<file path="src/rtl/io_bridge_pkg.sv">
// Shared constants and types for the CPU I/O bridge: I/O page decode,
// mapped register addresses, read-select and stop-FSM encodings.
package io_bridge_pkg;

    localparam logic [1:0]  IO_PAGE  = 2'b11;
    localparam logic [17:0] ADDR_RX  = 18'h30000;
    localparam logic [17:0] ADDR_CNT = 18'h30004;

    typedef enum logic [1:0] {
        SEL_RAM  = 2'd0,
        SEL_RX   = 2'd1,
        SEL_CNT  = 2'd2,
        SEL_NONE = 2'd3
    } sel_e;

    typedef enum logic [1:0] {
        ST_RUN      = 2'd0,
        ST_STOPPING = 2'd1,
        ST_DONE     = 2'd2
    } state_e;

    // Little-endian byte lane of a 32-bit word.
    function automatic logic [7:0] byte_lane(input logic [31:0] word, input logic [1:0] lane);
        return word[8*lane +: 8];
    endfunction

endpackage

</file>
<file path="src/rtl/io_bridge_if.sv">
// Bus bundle between the CPU core, the RAM, the UART queues and io_bridge.
// slave: the bridge side; master: the environment (core, RAM, UART) side.
interface io_bridge_if #(
    parameter int RAM_AW = 17
) ();

    logic              rdy_in;
    logic [31:0]       cpu_a;
    logic              cpu_wr;
    logic [7:0]        cpu_dout;
    logic [7:0]        cpu_din;
    logic              io_buffer_full;
    logic [RAM_AW-1:0] ram_a;
    logic              ram_we;
    logic [7:0]        ram_wdata;
    logic [7:0]        ram_rdata;
    logic [7:0]        rx_data;
    logic              rx_valid;
    logic              rx_pop;
    logic [7:0]        tx_data;
    logic              tx_valid;
    logic              tx_ready;
    logic              prog_done;

    modport slave (
        input  rdy_in, cpu_a, cpu_wr, cpu_dout, ram_rdata, rx_data, rx_valid, tx_ready,
        output cpu_din, io_buffer_full, ram_a, ram_we, ram_wdata, rx_pop, tx_data, tx_valid,
               prog_done
    );

    modport master (
        output rdy_in, cpu_a, cpu_wr, cpu_dout, ram_rdata, rx_data, rx_valid, tx_ready,
        input  cpu_din, io_buffer_full, ram_a, ram_we, ram_wdata, rx_pop, tx_data, tx_valid,
               prog_done
    );

endinterface

</file>
<file path="src/rtl/io_bridge_fifo.sv">
// Synchronous FIFO for outgoing UART bytes. Push into a full FIFO is dropped
// and latches a sticky overflow flag, unless a pop happens in the same cycle.
module io_fifo #(
    parameter int DEPTH_LOG = 4,
    parameter int WIDTH     = 8
) (
    input  logic                 clk,
    input  logic                 rst_n,
    input  logic                 push,
    input  logic                 pop,
    input  logic [WIDTH-1:0]     din,
    output logic [WIDTH-1:0]     head,
    output logic [DEPTH_LOG:0]   count,
    output logic [DEPTH_LOG:0]   count_next,
    output logic                 empty,
    output logic                 full
);

    localparam int DEPTH = 1 << DEPTH_LOG;
    localparam int CW    = DEPTH_LOG + 1;

    logic [WIDTH-1:0]     mem_q [DEPTH];
    logic [DEPTH_LOG-1:0] wr_ptr_q, wr_ptr_d;
    logic [DEPTH_LOG-1:0] rd_ptr_q, rd_ptr_d;
    logic [CW-1:0]        count_q, count_d;
    logic                 overflow_q, overflow_d;
    logic                 push_ok, pop_ok;

    // Accept/reject decisions, pointer and occupancy updates.
    always_comb begin
        empty      = (count_q == '0);
        full       = (count_q == CW'(DEPTH));
        pop_ok     = pop && !empty;
        push_ok    = push && (!full || pop_ok);
        wr_ptr_d   = wr_ptr_q + DEPTH_LOG'(push_ok);
        rd_ptr_d   = rd_ptr_q + DEPTH_LOG'(pop_ok);
        count_d    = count_q + CW'(push_ok) - CW'(pop_ok);
        overflow_d = overflow_q || (push && !push_ok);
    end

    // Control state, cleared asynchronously.
    always_ff @(posedge clk or negedge rst_n) begin
        if (!rst_n) begin
            wr_ptr_q   <= '0;
            rd_ptr_q   <= '0;
            count_q    <= '0;
            overflow_q <= 1'b0;
        end else begin
            wr_ptr_q   <= wr_ptr_d;
            rd_ptr_q   <= rd_ptr_d;
            count_q    <= count_d;
            overflow_q <= overflow_d;
        end
    end

    // Storage array; contents are don't-care while empty, so no reset.
    always_ff @(posedge clk) begin
        if (push_ok) begin
            mem_q[wr_ptr_q] <= din;
        end
    end

    assign head       = mem_q[rd_ptr_q];
    assign count      = count_q;
    assign count_next = count_d;

endmodule

</file>
<file path="src/rtl/io_bridge.sv">
// CPU memory-bus endpoint: RAM/I-O decode, one-cycle read mux, free-running
// cycle counter with coherent snapshot, UART TX queue and RUN/STOPPING/DONE FSM.
module io_bridge
    import io_bridge_pkg::*;
#(
    parameter int TX_DEPTH_LOG = 4,
    parameter int FULL_MARGIN  = 2,
    parameter int RAM_AW       = 17
) (
    input  logic        clk_in,
    input  logic        rst_in,
    io_bridge_if.slave  bus
);

    localparam int DEPTH = 1 << TX_DEPTH_LOG;
    localparam int CW    = TX_DEPTH_LOG + 1;

    logic [17:0] addr;
    logic        is_io, hit_rx, hit_cnt;
    logic        rd_rx, rd_cnt0, wr_tx, wr_stop;
    logic        fifo_push, fifo_pop;
    logic [7:0]  fifo_din, fifo_head;
    logic [CW-1:0] fifo_count, fifo_count_next;
    logic        fifo_empty, fifo_full;
    logic [7:0]  rd_mux;
    logic        unused_ok;

    sel_e        sel_q, sel_d;
    logic [1:0]  lane_q, lane_d;
    logic [7:0]  rx_byte_q, rx_byte_d;
    logic [31:0] snap_q, snap_d;
    logic [31:0] cnt_q, cnt_d;
    logic        full_q, full_d;
    state_e      state_q, state_d;

    assign addr = bus.cpu_a[17:0];

    // Address decode and access qualification.
    always_comb begin
        is_io     = (addr[17:16] == IO_PAGE);
        hit_rx    = (addr == ADDR_RX);
        hit_cnt   = (addr[17:2] == ADDR_CNT[17:2]);
        rd_rx     = bus.rdy_in && !bus.cpu_wr && hit_rx;
        rd_cnt0   = bus.rdy_in && !bus.cpu_wr && (addr == ADDR_CNT);
        wr_tx     = bus.rdy_in && bus.cpu_wr && hit_rx;
        wr_stop   = bus.rdy_in && bus.cpu_wr && (addr == ADDR_CNT);
        // The stop marker is the only 0x00 that can enter the queue.
        fifo_push = (wr_tx && (bus.cpu_dout != 8'h00)) || wr_stop;
        fifo_din  = wr_stop ? 8'h00 : bus.cpu_dout;
        fifo_pop  = !fifo_empty && bus.tx_ready;
    end

    // Read-pipeline, RX latch, counter/snapshot and near-full next values.
    always_comb begin
        sel_d     = sel_q;
        lane_d    = lane_q;
        rx_byte_d = rx_byte_q;
        snap_d    = snap_q;
        cnt_d     = cnt_q + 32'd1;
        full_d    = ((CW'(DEPTH) - fifo_count_next) <= CW'(FULL_MARGIN));
        if (bus.rdy_in) begin
            lane_d = addr[1:0];
            if (!is_io) begin
                sel_d = SEL_RAM;
            end else if (hit_rx) begin
                sel_d = SEL_RX;
            end else if (hit_cnt) begin
                sel_d = SEL_CNT;
            end else begin
                sel_d = SEL_NONE;
            end
        end
        if (rd_rx) begin
            rx_byte_d = bus.rx_valid ? bus.rx_data : 8'h00;
        end
        if (rd_cnt0) begin
            snap_d = cnt_q;
        end
    end

    // Stop sequencing: DONE once the marker (the only queued 0x00) leaves.
    always_comb begin
        state_d = state_q;
        case (state_q)
            ST_RUN: begin
                if (wr_stop) begin
                    state_d = ST_STOPPING;
                end
            end
            ST_STOPPING: begin
                if (fifo_pop && (fifo_head == 8'h00)) begin
                    state_d = ST_DONE;
                end
            end
            ST_DONE: state_d = ST_DONE;
            default: state_d = ST_RUN;
        endcase
    end

    // Registered state with asynchronous active-low clear.
    always_ff @(posedge clk_in or negedge rst_in) begin
        if (!rst_in) begin
            sel_q     <= SEL_RAM;
            lane_q    <= '0;
            rx_byte_q <= '0;
            snap_q    <= '0;
            cnt_q     <= '0;
            full_q    <= 1'b0;
            state_q   <= ST_RUN;
        end else begin
            sel_q     <= sel_d;
            lane_q    <= lane_d;
            rx_byte_q <= rx_byte_d;
            snap_q    <= snap_d;
            cnt_q     <= cnt_d;
            full_q    <= full_d;
            state_q   <= state_d;
        end
    end

    // Read data mux, one cycle after the access.
    always_comb begin
        rd_mux = 8'h00;
        case (sel_q)
            SEL_RAM: rd_mux = bus.ram_rdata;
            SEL_RX:  rd_mux = rx_byte_q;
            SEL_CNT: rd_mux = byte_lane(snap_q, lane_q);
            default: rd_mux = 8'h00;
        endcase
    end

    io_fifo #(
        .DEPTH_LOG (TX_DEPTH_LOG),
        .WIDTH     (8)
    ) u_fifo (
        .clk        (clk_in),
        .rst_n      (rst_in),
        .push       (fifo_push),
        .pop        (fifo_pop),
        .din        (fifo_din),
        .head       (fifo_head),
        .count      (fifo_count),
        .count_next (fifo_count_next),
        .empty      (fifo_empty),
        .full       (fifo_full)
    );

    // Combinational outputs are forced low while reset is held.
    assign bus.ram_we         = rst_in && bus.rdy_in && bus.cpu_wr && !is_io;
    assign bus.ram_a          = rst_in ? bus.cpu_a[RAM_AW-1:0] : '0;
    assign bus.ram_wdata      = rst_in ? bus.cpu_dout : '0;
    assign bus.rx_pop         = rst_in && rd_rx && bus.rx_valid;
    assign bus.cpu_din        = rst_in ? rd_mux : '0;
    assign bus.tx_valid       = !fifo_empty;
    assign bus.tx_data        = fifo_empty ? 8'h00 : fifo_head;
    assign bus.io_buffer_full = full_q;
    assign bus.prog_done      = (state_q == ST_DONE);

    assign unused_ok = ^{bus.cpu_a[31:18], fifo_count, fifo_full};

endmodule
</file>
<file path="src/flat_wrapper.sv">
// flat-port wrapper written by rule: the top's interface ports become plain ports
module io_bridge_flat import io_bridge_pkg::*;
#(
    parameter int TX_DEPTH_LOG = 4,
    parameter int FULL_MARGIN  = 2,
    parameter int RAM_AW       = 17
)
  (clk_in, rst_in, bus_rdy_in, bus_cpu_a, bus_cpu_wr, bus_cpu_dout, bus_ram_rdata, bus_rx_data, bus_rx_valid, bus_tx_ready, bus_cpu_din, bus_io_buffer_full, bus_ram_a, bus_ram_we, bus_ram_wdata, bus_rx_pop, bus_tx_data, bus_tx_valid, bus_prog_done);
  io_bridge_if #(.RAM_AW(RAM_AW)) bus_i ();
  input  logic clk_in;
  input  logic rst_in;
  input wire logic [$bits(bus_i.rdy_in)-1:0] bus_rdy_in;
  input wire logic [$bits(bus_i.cpu_a)-1:0] bus_cpu_a;
  input wire logic [$bits(bus_i.cpu_wr)-1:0] bus_cpu_wr;
  input wire logic [$bits(bus_i.cpu_dout)-1:0] bus_cpu_dout;
  input wire logic [$bits(bus_i.ram_rdata)-1:0] bus_ram_rdata;
  input wire logic [$bits(bus_i.rx_data)-1:0] bus_rx_data;
  input wire logic [$bits(bus_i.rx_valid)-1:0] bus_rx_valid;
  input wire logic [$bits(bus_i.tx_ready)-1:0] bus_tx_ready;
  output wire logic [$bits(bus_i.cpu_din)-1:0] bus_cpu_din;
  output wire logic [$bits(bus_i.io_buffer_full)-1:0] bus_io_buffer_full;
  output wire logic [$bits(bus_i.ram_a)-1:0] bus_ram_a;
  output wire logic [$bits(bus_i.ram_we)-1:0] bus_ram_we;
  output wire logic [$bits(bus_i.ram_wdata)-1:0] bus_ram_wdata;
  output wire logic [$bits(bus_i.rx_pop)-1:0] bus_rx_pop;
  output wire logic [$bits(bus_i.tx_data)-1:0] bus_tx_data;
  output wire logic [$bits(bus_i.tx_valid)-1:0] bus_tx_valid;
  output wire logic [$bits(bus_i.prog_done)-1:0] bus_prog_done;
  assign bus_i.rdy_in = bus_rdy_in;
  assign bus_i.cpu_a = bus_cpu_a;
  assign bus_i.cpu_wr = bus_cpu_wr;
  assign bus_i.cpu_dout = bus_cpu_dout;
  assign bus_i.ram_rdata = bus_ram_rdata;
  assign bus_i.rx_data = bus_rx_data;
  assign bus_i.rx_valid = bus_rx_valid;
  assign bus_i.tx_ready = bus_tx_ready;
  assign bus_cpu_din = bus_i.cpu_din;
  assign bus_io_buffer_full = bus_i.io_buffer_full;
  assign bus_ram_a = bus_i.ram_a;
  assign bus_ram_we = bus_i.ram_we;
  assign bus_ram_wdata = bus_i.ram_wdata;
  assign bus_rx_pop = bus_i.rx_pop;
  assign bus_tx_data = bus_i.tx_data;
  assign bus_tx_valid = bus_i.tx_valid;
  assign bus_prog_done = bus_i.prog_done;
  io_bridge #(.TX_DEPTH_LOG(TX_DEPTH_LOG), .FULL_MARGIN(FULL_MARGIN), .RAM_AW(RAM_AW)) u_core (.clk_in(clk_in), .rst_in(rst_in), .bus(bus_i));
endmodule
</file>
<file path="config.mk">
export PLATFORM = sky130hd
export DESIGN_NAME = io_bridge_flat
export DESIGN_NICKNAME = d
export VERILOG_FILES = /design/src/rtl/io_bridge_pkg.sv /design/src/rtl/io_bridge_if.sv /design/src/rtl/io_bridge_fifo.sv /design/src/rtl/io_bridge.sv /design/src/flat_wrapper.sv
export SDC_FILE = /design/constraint.sdc
export NUM_CORES = 1
export LEC_CHECK = 0
export ABC_AREA = 1
export BUFFER_PORTS_ARGS = -buffer_cell sky130_fd_sc_hd__buf_2
export CAP_MARGIN = 40
export CORE_UTILIZATION = 60
export CTS_BUF_LIST = sky130_fd_sc_hd__clkbuf_4
export CTS_CLUSTER_SIZE = 14
export DETAILED_ROUTE_END_ITERATION = 10
export PLACE_DENSITY = 0.81
export SLEW_MARGIN = 20
export SYNTH_ARGS = -nofsm -noshare
export SYNTH_HDL_FRONTEND = slang
export SYNTH_SLANG_ARGS = --single-unit
export TNS_END_PERCENT = 10
</file>
<file path="constraint.sdc">
create_clock -name clk_in -period 3.14 [get_ports clk_in]
set_clock_uncertainty 0.15 [all_clocks]
set_input_delay 0.157 -clock clk_in [delete_from_list [all_inputs] [get_ports clk_in]]
set_output_delay 0.157 -clock clk_in [all_outputs]
set_load 0.05 [all_outputs]
</file>
# Word level (Yosys, flattened, before mapping)
# Memory sizes are Yosys's and may differ from the RTL's.
# Cells that the tools add are included.
[totals]
reg_bits = 92
mem_bits_rw = 128
in_bits = 62
elab_cells = 73
mem_count = 1
[classes]
addsub = 6
n_lt_le_gt_ge = 1
n_eq_ne = 11
shifts = 1
n_mux = 15
n_reduce_logical = 28
[memory_table]
columns = ["name", "depth", "word_bits", "rd", "rd_clocked_by_memory_dff", "wr", "line", "text"]
rows = [
  ["u_core.u_fifo.mem_q", 16, 8, 1, 0, 1, "io_bridge_fifo.sv:22", "logic [WIDTH-1:0] mem_q [DEPTH];"],
]
[op_table]
columns = ["cell", "count"]
rows = [
  ["$mux W8", 5],
  ["$eq A18 B18 Y1 const B", 2],
  ["$add A32 B1 Y32 const B", 1],
  ["$shiftx A32 B6 Y8", 1],
  ["$pmux W8 S3", 1],
  ["$mux W17", 1],
  ["$eq A16 B16 Y1 const B", 1],
  ["$logic_and A1 B1 Y1", 16],
  ["$add A4 B1 Y4", 2],
  ["$logic_not A8 Y1", 1],
  ["$mux W2", 4],
  ["$reduce_bool A8 Y1", 1],
  ["$eq A2 B2 Y1 const B", 3],
  ["$pmux W2 S3", 1],
  ["$add A5 B1 Y5", 1],
  ["$eq A5 B5 Y1 const B", 1],
  ["$le A5 B2 Y1 const B", 1],
  ["$logic_not A5 Y1", 1],
  ["$sub A5 B1 Y5", 1],
  ["$sub A5 B5 Y5 const A", 1],
  ["$eq A2 B1 Y1 const B", 2],
  ["$logic_not A1 Y1", 4],
  ["$logic_not A2 Y1", 2],
  ["$ne A2 B1 Y1 const B", 2],
  ["other kinds (3)", 6],
]

# Depth between registers and ports, before layout
# Gate-level depths: netlist of the first run.
[depth]
ltp_word = 10
depth_mapped = 20
depth_no_buf = 20

# Modules after synthesis
# A second synthesis of the first run with hierarchy kept.
[hier_totals]
cells_unflattened = 1241
hier_area_um2 = 10847.9
[modules_own_cells]
columns = ["mod", "n_inst", "cells_per_inst", "area_each_um2"]
rows = [
  ["io_fifo", 1, 603, 6289.8],
  ["io_bridge", 1, 638, 4558.1],
]

# Worst setup path before layout of the first run
# No wires, ideal clock.
[synth_path]
kind = "register to register"
from = "register u_core.u_fifo.count_q[3], in the netlist u_core.u_fifo.count[3]"
to = "register u_core.full_q, in the netlist u_core.bus.io_buffer_full"
arrival_ps = 2849
t_required_ps = 2863
setup_slack_ps = 15
path_stages_with_launch = 20
path_buffers = 0
cell_sequence = "dfrtp_1 -> inv_1 -> ha_1 -> nand2_1 -> nor2_2 -> inv_1 -> nand2_1 -> nand4_1 -> nand2_4 -> o21ai_1 -> ha_1 -> inv_1 -> fa_1 -> ha_1 -> inv_1 -> nor2_1 -> o21ai_0 -> nand2_1 -> nand3b_1 -> a22oi_1"
[synth_between]
elab_chain_cells = 10
word_cells_on_any_way = 12
[synth_rtl]
columns = ["item", "line", "text"]
rows = [
  ["from (decl)", "io_bridge_fifo.sv:25", "logic [CW-1:0] count_q, count_d;"],
  ["from (signal assigned)", "io_bridge_fifo.sv:51", "count_q <= count_d;"],
  ["$logic_not A5 Y1 *", "io_bridge_fifo.sv:31", "empty = (count_q == '0);"],
  ["$logic_not A1 Y1 *", "n/a", ""],
  ["named net bus_tx_valid", "flat_wrapper.sv:27", "output wire logic [$bits(bus_i.tx_valid)-1:0] bus_tx_valid;"],
  ["$logic_and A1 B1 Y1", "io_bridge.sv:50", "fifo_pop = !fifo_empty && bus.tx_ready;"],
  ["$logic_and A1 B1 Y1 *", "io_bridge_fifo.sv:33", "pop_ok = pop && !empty;"],
  ["$logic_or A1 B1 Y1", "io_bridge_fifo.sv:34", "push_ok = push && (!full || pop_ok);"],
  ["$logic_and A1 B1 Y1", "io_bridge_fifo.sv:34", ""],
  ["$add A5 B1 Y5", "io_bridge_fifo.sv:37", "count_d = count_q + CW'(push_ok) - CW'(pop_ok);"],
  ["$sub A5 B1 Y5 *", "io_bridge_fifo.sv:37", ""],
  ["$sub A5 B5 Y5 *", "io_bridge.sv:60", "full_d = ((CW'(DEPTH) - fifo_count_next) <= CW'(FULL_MARGIN));"],
  ["$le A5 B2 Y1 *", "io_bridge.sv:60", ""],
  ["named net u_core.full_d", "io_bridge.sv:33", "logic full_q, full_d;"],
  ["to (signal assigned)", "io_bridge.sv:116", "full_q <= full_d;"],
  ["to (decl)", "io_bridge.sv:33", ""],
]
# Mark *: on every way through the listed nets, which the timed path passes. The rest lies on a longest branch.
# A chain may end at the register's enable or synchronous reset.

# Final worst setup path of the first run
[layout_path]
from = "register u_core.u_fifo.rd_ptr_q[0]"
to = "output bus_tx_data[6]"
[layout_between]
elab_chain_cells = 2
[layout_rtl]
columns = ["item", "line", "text"]
rows = [
  ["from (decl)", "io_bridge_fifo.sv:24", "logic [DEPTH_LOG-1:0] rd_ptr_q, rd_ptr_d;"],
  ["from (signal assigned)", "io_bridge_fifo.sv:50", "rd_ptr_q <= rd_ptr_d;"],
  ["$mem_v2 Z16 W8", "n/a", ""],
  ["$mux W8", "io_bridge.sv:155", "assign bus.tx_data = fifo_empty ? 8'h00 : fifo_head;"],
  ["to (decl)", "flat_wrapper.sv:26", "output wire logic [$bits(bus_i.tx_data)-1:0] bus_tx_data;"],
]
# No other way between the ends.

==> qor.csv, run 1 <==
metric;value;unit
outcome;finished clean;
synth_most_common_cell;nand2_1;
gp_congestion;0.841;
die_h;132;um
synthFlopType;edfxtp_1;
grt_max_degree;118;
htreeDepth;2;
fin_cells;1489;
root_buffer;clkbuf_4;
dpl.hpwl;15100;um
rsz0062_at_grt;true;
syn-cell-area;10200;um2
p_leak;5.52;nW
synth_area_leaders;edfxtp_1, dfrtp_1, nand2_1;
wl_per_cell;15.8;um
synth_edf_count;128;
synthesis.nets;1120;
synth-xor-area-share;0.0302;
p_int;0.00534;W
synth-compound-area-share;0.0663;
synth_top_family_by_area;simple AND/OR/NAND/NOR gates;
async_flop_share;0.418;
synth_mux_area_frac;0.0115;
required;2.83;ns
syn2layout_area_growth;19.4;%
crit_path_start_kind;register;
syn_avg_cell_area;9.76;um2
antenna_left;0;
power_density;722;nW/um2
pwr-share-comb;0.352;
clk_path_buf_depth;3;
io_buffers;93;
slew_viol_final;0;
p_sw;0.00341;W
drt-initial-drc-count;568;
ys_seq_area_frac;0.605;
die_x;132;um
drive_gt1_frac;0.204;
critical_path_arrival;2.74;ns
tightest_slew;0.633;ns
nets;1303;
grt_pass1_wl;38200;um
synth_common_cells;nand2_1, nor2_1, edfxtp_1, inv_1, dfrtp_1;
crit_chain;buf_4, nor2_1, nor2_1, o21ai_0, nand3_1, nand3_1, a21oi_2, clkbuf_4;
finalHoldViolCount;0;
coreArea;16600;um2
dr.pass1.iters;5;
dp.cells;1347;
grt.total_usage;0.281;
crit_start;u_core.u_fifo.rd_ptr_q[0];
ys_ff_latch;220;
yosys.area_share.simple;0.206;
min_path_type;in -> reg;
synth_top_area_frac;0.378;
via_per_inst;5.29;
finalCritPeriodShare;0.970;
cts_buffers;55;
min_from;bus_cpu_dout[0];
vias;7876;
cp_max_fo;52;
synth_top_area_cell;edfxtp_1;
clockPowerShare;0.276;
overflow;0;
antenna_found_initial;1;
worst_setup_path_end_kind;primary output;
ys.warnings.count;0;
seq_power_share;0.372;
layout.area.seq;6150;um2
placementRows;47;
total_power;0.00875;W
vdd_drop_max;0.000478;V
r2r-start;u_core.u_fifo.count[2];
p_sw_frac;0.390;
cp_top_family;buffers and inverters;
grt_pass1_vias;8022;
synth_cells;1041;
finalSetupViolCount;0;
criticalPathCategory;reg -> out;
numClockSinks;220;
fmax;328;MHz
path_clk_slew;0.07;ns
drt-total-wl;23600;um
slowest_stage;buf_4;
start_util;0.612;
max_slew_margin;0.576;
dieArea;17500;um2
pin_count;108;
layout_min_cycle_time;3.05;ns
synth_fa_ha_area_frac;0.0217;
worst_skew_pair.late_latency;0.68;ns
cp_num_buf_inv;2;
tritoncts;done;
drc;0;
multi_input_area;3430;um2
cpPeakStageDelay;0.47;ns
cap_violations;0;
ys_types;46;
fillers;1160;
==> repair_timing <==
item / in CTS / in global routing
gates resized for setup: 1 / 7
setup endpoints to repair: 1 / 2
setup buffers: 1 / 1
hold endpoints to repair: 185 / 0
hold buffers: 38 / 0
pin swaps: 1 / 1
==> power groups by stage <==
stage | sequential (W) | clock, W | combinational [W]
2_1_floorplan | 0.00328 | 0 | 0.00220
3_3_place_gp | 0.00331 | 0 | 0.00291
5_1_grt | 0.00327 | 0.00259 | 0.00338
4_1_cts | 0.00326 | 0.00245 | 0.00305
6_report | 0.00326 | 0.00241 | 0.00308
3_5_place_dp | 0.00331 | 0 | 0.00299
==> stage by stage <==
step	worst slack [ns]	hold WS [ns]	utilization	instance area (um2)	TNS [ns]
after floorplan	0.0145	-0.289	-	10200	0
after global placement	0.0785	0.148	0.662	11000	0
after detailed placement	-0.0758	0.147	0.662	11000	-0.0758
after CTS	0.0200	0.00731	0.729	12100	0
after global routing	-0.0618	0.0777	0.731	12100	-0.0618
final	0.0946	0.0519	0.731	12100	0
==> cell usage in the layout (no fill, tap or decap), drive strengths merged, types with 10 or more instances in the layout <==
master / count
a21oi: 31
nand2: 248
xor2: 33
edfxtp: 128
clkbuf: 84
nor2: 152
inv: 115
buf: 122
nand3: 54
nor3: 10
o21ai: 76
clkinv: 19
dfrtp: 92
ha: 16
dlygate4sd3: 38
==> tightest hold or removal path, delay by kind of cell <==
kind | cells | cell delay (ns)
AND/OR/NAND/NOR | 1 | 0.06
buffers and inverters | 2 | 0.38
==> flip-flops by register name, indices dropped and copies added, names as in the netlist <==
signal and flops:
u_core.u_fifo.mem_q 128, u_core.cnt_q 32, u_core.snap_q 32, u_core.rx_byte_q 8, u_core.u_fifo.count 5, u_core.u_fifo.rd_ptr_q 4
u_core.u_fifo.wr_ptr_q 4, u_core.lane_q 2, u_core.sel_q 2, u_core.state_q 2, u_core.bus.io_buffer_full 1
==> path summary, 6_finish.rpt <==
path	end	slack [ns]	depth (start not counted)
setup / recovery	bus_tx_data[6]	0.09	8
hold / removal	u_core.u_fifo.mem_q[7][0]	0.05	3
setup reg to reg	u_core.bus.io_buffer_full	0.13	19
hold reg to reg	u_core.cnt_q[22]	0.33	1
max in group asynchronous	u_core.u_fifo.rd_ptr_q[0]	1.77	4
min in group asynchronous	u_core.state_q[0]	0.54	4
==> routing by layer <==
layer / track usage / vias to the layer above / share of wire
met4: 0.154 / 0 / 0.036
li1: - / 3813 / -
met5: 0 / - / 0
met1: 0.323 / 3738 / 0.39
met3: 0.0438 / 76 / 0.047
met2: 0.505 / 249 / 0.52
==> area by class of cell <==
cell class / count / share of cell area
sequential: 220 / 0.507
multi-input combinational: 669 / 0.283
timing repair buffer: 161 / 0.0908
clock buffer: 83 / 0.0514
inverter: 117 / 0.0362
tap: 220 / 0.0227
clock inverter: 18 / 0.00836
antenna: 1 / 0.000206
==> kinds of logic (layout without fill, tap and decap cells) <==
family | count (synthesis) | in the layout
simple gates | 484 | 484
flops | 220 | 220
buf+inv | 152 | 379
compound gates | 124 | 124
xor+xnor | 35 | 35
fa+ha+maj | 17 | 17
mux | 9 | 9
other cells | 0 | 1
Power figures use the tool's default switching activity.
==> run 2, diff against run 1 <==
CORE_UTILIZATION = 56   (was 60)
PLACE_DENSITY = 0.79   (was 0.81)
SYNTH_HIERARCHICAL = 1   (was not set)
clock period = 2.6 ns   (was 3.14 ns; I/O delays follow)
==> run 2 against run 1 <==
Register-to-register slack worse by 0.45 ns. Worst hold slack better by 0.030 ns. The run now ends with setup timing left. Non-clock buffer count up 62. Cell area up 12%. First-iteration DRC count up 68%. Total power up 37%. Setup slack worse by 0.41 ns. Die area up 14%. Sequential cell count unchanged. Area after synthesis up 6.8%. Via count up 23%. Sequential share of layout area down 5.5 points.
==> qor.csv, run 2 <==
metric;value;unit;change
die_h;141;um;+6.9%
cp_max_fo;3;;-94%
placementRows;50;;+6.4%
cts_buffers;55;;unchanged
antenna_left;0;;unchanged
overflow;0;;unchanged
nets;1557;;+19%
fin_util;0.722;;-0.00909
criticalPathCategory;reg -> reg;;
io_buffers;93;;unchanged
fillers;1271;;+9.6%
die_x;141;um;+6.9%
largest_reg_flops;128;;unchanged
numClockSinks;220;;unchanged
dpl.hpwl;17700;um;+17%
fmax;343;MHz;
root_buffer;clkbuf_4;;
diodes;0;;-1
synth_cells;1240;;+19%
drive_gt1_frac;0.223;;+0.0183
fin_cells;1779;;+19%
regMostFlops;u_core/u_fifo/mem_q;;
clk_path_buf_depth;3;;unchanged
max_slew_margin;0.510;;-0.0665
grt_max_degree;58;;-51%
required;3.03;ns;+0.20 ns
slowest_stage;fa_2;;
via_per_inst;5.44;;+2.8%
cpPeakStageDelay;0.52;ns;+0.05 ns
finalHoldViolCount;0;;unchanged
violations;setup timing;;
drt-total-wl;30200;um;+28%
antenna_found_initial;0;;-1
crit_path_start_kind;register;;
grt_pass1_vias;9338;;+16%
ys.warnings.count;6;;+6
worst_skew_pair.late_latency;0.68;ns;about the same
path_clk_slew;0.07;ns;about the same
place_ws;-0.382;ns;-0.307 ns
start_util;0.576;;-0.0365
most-common-layout-cells;nand2_1, inv_1, edfxtp_1;;
grt.total_usage;0.295;;+0.0131
drt-initial-drc-count;955;;+68%
critical_path_arrival;3.35;ns;+0.61 ns
p_leak;6.56;nW;+19%
rsz0062_at_grt;true;;
worst_slack;-0.318;ns;-0.413 ns
drc;0;;unchanged
syn_avg_cell_area;8.75;um2;-10%
dr.pass1.iters;6;;+1
htreeDepth;2;;unchanged
cpMostUsedCell;inv_2;;
min_path_type;in -> reg;;
coreArea;18800;um2;+14%
reg_top3;u_core/u_fifo/mem_q: 128 flops, u_core/cnt_q: 32 flops, u_core/snap_q: 32 flops;;
grt_pass1_wl;45700;um;+19%
outcome;finished with violations;;
synthesis.nets;1318;;+18%
finalSetupViolCount;4;;+4
cp_num_buf_inv;6;;+4
tritoncts;done;;
layout_commonest_cell;nand2_1;;
crit_chain;inv_2, ha_4, nand3_4, buf_6, o21ai_4, nand3_2, nand2_1, ha_2, inv_2, fa_2, inv_2, inv_2, ha_4, inv_2, o21ai_2, nor4b_2;;
tightest_slew;0.734;ns;+0.101 ns
gp_congestion;0.898;;+6.8%
slew_viol_final;0;;unchanged
cap_violations;0;;unchanged
pin_count;108;;unchanged
power_density;885;nW/um2;+23%
hold_ws;0.0816;ns;+0.0297 ns
cp_top_family;adder cells;;
vias;9674;;+23%
dp.cells;1623;;+20%
finalCritPeriodShare;1.12;;
syn2layout_area_growth;25.3;%;
timing.setup.tns;-0.349;ns;-0.349 ns
dieArea;19900;um2;+14%
layout_min_cycle_time;2.92;ns;
worst_setup_path_end_kind;register;;
vdd_drop_max;0.000530;V;+11%
syn-cell-area;10800;um2;+6.8%
wl_per_cell;17.0;um;+7.1%
## run 2: repair_timing
item                                    4_1_cts  5_1_grt
hold endpoints to repair                    111        1
hold buffers                                 47        1
pin swaps                                    10        8
buffers inserted                              7        6
cloned                                        0        2
endpoints found under the setup margin       18       53
resized for setup                            22       54
## run 2: cell type report
type                            instances  area [um2]  area share
Multi-Input combinational cell        771        3850       0.284
Inverter                              208         800      0.0588
Clock buffer                           84         631      0.0464
Clock inverter                         13         108     0.00792
Tap cell                              260         325      0.0239
Sequential cell                       220        6150       0.452
Timing Repair Buffer                  223        1730       0.127
## run 2: worst paths after layout
path | from | endpoint | slack (ns) | depth (start not counted)
setup reg to reg | u_core/u_fifo/count[3] | u_core/bus.io_buffer_full | -0.32 | 16
setup / recovery | u_core/u_fifo/count[3] | u_core/bus.io_buffer_full | -0.32 | 16
hold reg to reg | u_core/snap_q[5] | u_core/snap_q[5] | 0.33 | 2
max in group asynchronous | rst_in | u_core/cnt_q[30] | 1.11 | 5
hold / removal | bus_cpu_dout[1] | u_core/u_fifo/mem_q[4][1] | 0.08 | 4
min in group asynchronous | rst_in | u_core/sel_q[1] | 0.49 | 4
## run 2: layer usage
metal	wire [um]	vias up	track usage	share of wire
met4	1410	0	0.151	0.047
li1	-	4441	-	-
met5	0	-	0	0
met3	2250	138	0.0523	0.074
met1	11600	4539	0.363	0.38
met2	14900	556	0.499	0.50
## run 2: power by group
part	internal, W	switching [W]	total, W
clock network	0.00167	0.00141	0.00308
registers	0.00381	0.000128	0.00394
logic	0.00186	0.00315	0.00501
## run 2: worst register-to-register path, cell delays in order, from the launching register on
cell	delay (ns)
dfrtp_1	0.38
inv_2	0.09
ha_4	0.16
nand3_4	0.08
buf_6	0.13
o21ai_4	0.20
nand3_2	0.11
nand2_1	0.09
ha_2	0.19
inv_2	0.04
fa_2	0.52
inv_2	0.05
inv_2	0.06
ha_4	0.19
inv_2	0.05
o21ai_2	0.06
nor4b_2	0.28
## run 2: through the flow
step / cell area, um2 / power, W
global placement: 12000 / 0.00793
floorplan: 10900 / 0.00688
global route: 13600 / 0.0126
finish: 13600 / 0.0120
detailed placement: 12000 / 0.00805
CTS: 13300 / 0.0114
